**config.mk**
```make
export PLATFORM = sky130hd
export DESIGN_NAME = dmem_req_unit
export DESIGN_NICKNAME = d
export VERILOG_FILES = /design/src/rtl/dmem_req_unit_pkg.sv /design/src/rtl/dmem_req_unit_store_align.sv /design/src/rtl/dmem_req_unit.sv
export SDC_FILE = /design/constraint.sdc
export NUM_CORES = 1
export LEC_CHECK = 0
export CAP_MARGIN = 20
export CORE_ASPECT_RATIO = 1.25
export CORE_MARGIN = 2
export CORE_UTILIZATION = 42
export DETAILED_ROUTE_END_ITERATION = 12
export PLACE_DENSITY = 0.84
export REMOVE_ABC_BUFFERS = 1
export SLEW_MARGIN = 20
export SYNTH_ARGS = -nofsm -noshare
export SYNTH_HDL_FRONTEND = slang
export SYNTH_SLANG_ARGS = --single-unit
```
**constraint.sdc**
```tcl
create_clock -name clk -period 1.6 [get_ports clk]
set_input_delay 0.16 -clock clk [delete_from_list [all_inputs] [get_ports clk]]
set_output_delay 0.16 -clock clk [all_outputs]
set_load 0.02 [all_outputs]
```
**src/rtl/dmem_req_unit_pkg.sv**
```systemverilog
// Shared types for the data-memory request unit: FSM states, load/store funct3 encodings
// and the misalignment predicate used when MISALIGN_TRAP_EN is defined.
package types;

    typedef enum logic [1:0] {
        StIdle,
        StBusy,
        StDone
    } dmem_state_t;

    localparam logic [2:0] LB  = 3'b000;
    localparam logic [2:0] LH  = 3'b001;
    localparam logic [2:0] LW  = 3'b010;
    localparam logic [2:0] LBU = 3'b100;
    localparam logic [2:0] LHU = 3'b101;
    localparam logic [2:0] SB  = 3'b000;
    localparam logic [2:0] SH  = 3'b001;
    localparam logic [2:0] SW  = 3'b010;

    // size is funct3[1:0]; the sign bit does not affect alignment
    function automatic logic is_misaligned(input logic [1:0] size, input logic [1:0] addr_lo);
        logic mis;
        mis = 1'b0;
        if (size == LH[1:0]) begin
            mis = addr_lo[0];
        end else if (size == LW[1:0]) begin
            mis = (addr_lo != 2'b00);
        end
        return mis;
    endfunction

endpackage

```
**src/rtl/dmem_req_unit_store_align.sv**
```systemverilog
// Combinational store lane logic: byte-enable mask and lane-replicated write data
// derived from access size and the low address bits.
module store_align
    import types::*;
(
    input  logic [1:0]  size,
    input  logic [1:0]  addr_lo,
    input  logic [31:0] wdata_in,
    output logic [3:0]  mask,
    output logic [31:0] wdata_out
);

    always_comb begin
        mask      = 4'b1111;
        wdata_out = wdata_in;
        if (size == SB[1:0]) begin
            mask      = 4'b0001 << addr_lo;
            wdata_out = {4{wdata_in[7:0]}};
        end else if (size == SH[1:0]) begin
            mask      = 4'b0011 << {addr_lo[1], 1'b0};
            wdata_out = {2{wdata_in[15:0]}};
        end
    end

endmodule

```
**src/rtl/dmem_req_unit.sv**
```systemverilog
// Data-memory request unit: latches an EX/MEM load/store, holds the dmem request until the
// response, and presents the raw read word. MISALIGN_TRAP_EN enables the misaligned-access trap.
module dmem_req_unit
    import types::*;
(
    input  logic        clk,
    input  logic        rst,
    input  logic        req_valid,
    input  logic        req_load,
    input  logic        req_store,
    input  logic [2:0]  req_funct3,
    input  logic [31:0] req_addr,
    input  logic [31:0] req_wdata,
    input  logic        pipe_advance,
    input  logic        dmem_resp,
    input  logic [31:0] dmem_rdata,
    output logic        dmem_read,
    output logic        dmem_write,
    output logic [31:0] dmem_address,
    output logic [31:0] dmem_wdata,
    output logic [3:0]  dmem_wmask,
    output logic [31:0] rdata_o,
    output logic        done,
    output logic        dside_stall_n,
    output logic        misalign
);

    dmem_state_t state_q, state_d;
    logic [31:0] addr_q, addr_d;
    logic [31:0] wdata_q, wdata_d;
    logic [31:0] rdata_q, rdata_d;
    logic [1:0]  size_q, size_d;
    logic        load_q, load_d;
    logic        mis_q, mis_d;
    logic        req_mem, req_mis, accept, busy;
    logic [3:0]  lane_mask;
    logic        unused;

    assign req_mem = req_valid & (req_load | req_store);
    // Sign bit only matters to the consumer of rdata_o, not to the request itself
    assign unused  = ^{req_funct3[2], mis_q};

`ifdef MISALIGN_TRAP_EN
    assign req_mis  = is_misaligned(req_funct3[1:0], req_addr[1:0]);
    assign misalign = mis_q;
`else
    assign req_mis  = 1'b0;
    assign misalign = 1'b0;
`endif

    always_comb begin
        state_d = state_q;
        addr_d  = addr_q;
        wdata_d = wdata_q;
        rdata_d = rdata_q;
        size_d  = size_q;
        load_d  = load_q;
        mis_d   = mis_q;
        accept  = 1'b0;
        case (state_q)
            StIdle: accept = req_mem;
            StBusy: begin
                if (dmem_resp) begin
                    state_d = StDone;
                    if (load_q) rdata_d = dmem_rdata;
                end
            end
            StDone: begin
                if (pipe_advance) begin
                    state_d = StIdle;
                    mis_d   = 1'b0;
                    accept  = req_mem;
                end
            end
            default: state_d = StIdle;
        endcase
        if (accept) begin
            addr_d  = req_addr;
            wdata_d = req_wdata;
            size_d  = req_funct3[1:0];
            load_d  = req_load;
            mis_d   = req_mis;
            state_d = req_mis ? StDone : StBusy;
        end
    end

    always_ff @(posedge clk) begin
        if (!rst) begin
            state_q <= StIdle;
            addr_q  <= '0;
            wdata_q <= '0;
            rdata_q <= '0;
            size_q  <= '0;
            load_q  <= 1'b0;
            mis_q   <= 1'b0;
        end else begin
            state_q <= state_d;
            addr_q  <= addr_d;
            wdata_q <= wdata_d;
            rdata_q <= rdata_d;
            size_q  <= size_d;
            load_q  <= load_d;
            mis_q   <= mis_d;
        end
    end

    store_align u_store_align (
        .size      (size_q),
        .addr_lo   (addr_q[1:0]),
        .wdata_in  (wdata_q),
        .mask      (lane_mask),
        .wdata_out (dmem_wdata)
    );

    assign busy          = (state_q == StBusy);
    assign dmem_read     = busy & load_q;
    assign dmem_write    = busy & ~load_q;
    assign dmem_address  = {addr_q[31:2], 2'b00};
    assign dmem_wmask    = dmem_write ? lane_mask : 4'b0000;
    assign rdata_o       = rdata_q;
    assign done          = (state_q == StDone);
    assign dside_stall_n = ~(busy | ((state_q == StIdle) & req_mem));

endmodule

```
==> run metrics <==
die footprint 11900 um^2; Die H 121 um; cell count after synthesis 547; core area 10700 um^2; Final WS setup -0.0271 ns; WL per Instance 14.4 um; via count 4201; endpoints failing hold 0; status complete, but fails checks; Placer Congestion 0.818; final net count 825; Max Root-Sink Buffers 2; Synth top area share 0.436; area grow syn2layout 51.5%; CP max stage cell dfxtp_2; Seq/Total Area, Yosys 0.436; Max-cap violations 0; Synth Area in XOR/XNOR 0; number of remaining DRC errors 0; combinational power share 0.214; RSZ-0062 raised after global routing yes; YS warnings 0; clock skew 0.00663 ns; Util after Layout 0.658; Worst R2R Start state_q[1]$_SDFFE_PP0P_; overall power 6190 uW; largest net degree at the start of global routing 65; Most common cell on crit path buf_6; Sw Share 0.254; Yosys top cell by area dfxtp_1; DP HPWL 8950 um; Peak supply drop 0.450 mV; Pre-Repair DR Iteration Count 5; Tcrit/Tclk final 1.02; H-tree levels 3; clock-pin transition on the worst setup and hold timing paths 0.06 ns; Hold Path Sink state_q[0]$_SDFFE_PN0P_; failing checks setup timing; initial cell density of the core 0.435; Routed Antenna Nets 0; clock buffer count from CTS 9; Worst Hold Path Cells 2; vias per std cell 4.91; Yosys reg bits 101; number of global-route vias before repair 4162; Final Critical Period 1.63 ns; CTS tree yes; crit-path cells nor2_4 > buf_6 > buf_6 > mux2_4 > buf_6; Syn Area/Cell 8.48 um^2; Fillers 842; clock sinks 101; P_sw 1570 uW; CTS Hold Bufs 0; Sequential Power Share 0.440; n_diodes 0; Die X-Extent 98.0 um; crit path kind reg2out; Clock Latency Late Sink 0.34 ns; Reg2Reg Depth 7; register-to-register setup slack 0.04 ns; adder-cell share of the synthesized area 0; P_leak 0.00284 uW; Placed Area 6680 um^2; final setup vio count 2; CP arrival 1.47 ns; total congestion overflow 0; Int Pwr 4620 uW; post-synthesis compound-gate area fraction 0.0550; DR iter-0 viols 135; synthesized cell area 4640 um^2; final instance area 7020 um^2; clock network fraction of design power 0.346; library cells used by synthesis 25; HP Class in2reg; Worst Setup Start Kind flip-flop; PortBufs 206; GR Util All Layers 0.197; Synth Area in Simple Gates 0.197; crit-path max cell delay 0.35 ns; fraction of layout instances using a drive strength above 1 0.140; I/O pin cnt 211; Worst setup EP type output pin; Bufs and invs on worst path 3; Worst Min Path Start rst; Cell Pwr Density 882 nW/um^2; dominant cells by area after synthesis dfxtp_1 (44%), mux2i_1 (16%), nand2_1 (14%); crit path max fanout 5; clock root cell clkbuf_16; Largest delay share family, worst path buffers and inverters; largest family of logic cells by synthesized area multiplexers; first-pass GRT wire length 19200 um; initial antenna violation count 0; Max Clock Freq 615 MHz; num rows 42; mux share of post-synthesis cell area 0.201; r2r endpoint wdata_q[14]$_SDFFE_PN0P_; WP data required 1.44 ns; Total Wirelength 12300 um; Slew Limit Fails 0
## repair_timing
action | CTS | global route
resized for setup | 135 | 13
pin swaps | 1 | 2
setup endpoints to repair | 32 | 23
gates cloned | 0 | 2
buffers inserted | 1 | 5
## synth_stat cells (all sizes together)
library cell,instances
nand2,174
dfxtp,101
mux2i,75
buf,54
o21ai,40
nand3,32
clkbuf,27
mux2,16
nor2,6
o21a,4
nor2b,3
a21oi,2
inv,2
nand2b,2
nor3,2
a22oi,1
and2,1
and2b,1
conb,1
nand4b,1
nor3b,1
o21bai,1
## power groups by stage
stage / Combinational, uW / Sequential [uW] / Clock (uW)
final: 1330 / 2720 / 2140
after global routing: 1420 / 2730 / 2280
after CTS: 1290 / 2720 / 2190
after detailed placement: 1310 / 2770 / 0
after global placement: 1280 / 2760 / 0
after floorplan: 467 / 2860 / 0
## final cells by class
type | count | area, um^2 | share of cell area
Clock buffer | 12 | 246 | 0.0351
Clock inverter | 4 | 47.5 | 0.00677
Inverter | 2 | 7.51 | 0.00107
Multi-Input combinational cell | 365 | 2140 | 0.305
Sequential cell | 101 | 2030 | 0.289
Tap cell | 132 | 165 | 0.0235
Timing Repair Buffer | 240 | 2390 | 0.340
## cell usage in the layout, fill, tap and decap left out, types with 2 or more instances in the layout
cell             instances
dlygate4sd2_1            3
buf_12                  10
buf_2                   20
mux2_2                  15
nand2b_1                 2
clkbuf_1                 2
nor2b_1                  3
clkbuf_2                 3
dfxtp_1                 99
inv_1                    2
clkdlybuf4s15_2          3
clkinv_2                 2
nor2_2                   2
clkbuf_16               11
nor2_1                   3
a21oi_1                  2
buf_4                   18
o21ai_0                 39
nand3_1                 32
o21a_1                   4
conb_1                   3
nand2_1                174
mux2i_1                 74
clkdlybuf4s50_1        173
buf_6                    7
nor3_1                   2
## routing by layer
metal | routed length (um) | global-route usage | vias to the layer above
met5 | 0 | 0 | -
met4 | 293 | 0.0755 | 0
met3 | 921 | 0.0680 | 23
met2 | 6300 | 0.356 | 149
met1 | 4780 | 0.209 | 1928
li1 | - | - | 2101
## worst max-delay path by stage
| stage | from | end | slack (ns) | depth (start not counted) |
|---|---|---|---|---|
| floorplan | state_q[1]$_SDFFE_PP0P_ | addr_q[0]$_SDFFE_PN0P_ | -3.09 | 3 |
| global placement | size_q[1]$_SDFFE_PN0P_ | dmem_wdata[15] | -0.09 | 4 |
| detailed placement | req_load | addr_q[26]$_SDFFE_PN0P_ | -0.12 | 6 |
| CTS | size_q[0]$_SDFFE_PN0P_ | dmem_wdata[10] | -0.03 | 5 |
| global route | size_q[0]$_SDFFE_PN0P_ | dmem_wdata[30] | -0.07 | 4 |
| finish | size_q[0]$_SDFFE_PN0P_ | dmem_wdata[10] | -0.03 | 5 |
## state kept, by name (all words and copies together) (netlist names)
name	flops
addr_q	32
rdata_o	32
wdata_q	32
size_q	2
state_q	2
load_q	1
## worst register-to-register path: stages, from the launching register on
cell and delay [ns]:
dfxtp_1 0.31, buf_4 0.14, nor2b_1 0.16, nor3b_4 0.21, buf_6 0.16, buf_12 0.14
buf_12 0.15, mux2i_4 0.22
## through the flow
step / hold WS, ns / cells / worst slack [ns] / setup TNS (ns)
2_1_floorplan: 0.277 / 468 / -3.09 / -230.37
3_3_place_gp: 0.442 / 832 / -0.0854 / -3.74
3_5_place_dp: 0.449 / 832 / -0.121 / -5.16
4_1_cts: 0.175 / 849 / -0.0304 / -0.0510
5_1_grt: 0.193 / 856 / -0.0676 / -0.535
6_report: 0.188 / 856 / -0.0271 / -0.0417
## cell families after synthesis
logic type	after synthesis
AND/OR/NAND/NOR	223
flip-flops	101
multiplexers	91
buffers and inverters	83
AO/OA/AOI/OAI	48
other	1
No activity file was read; power rests on OpenSTA's default activity.
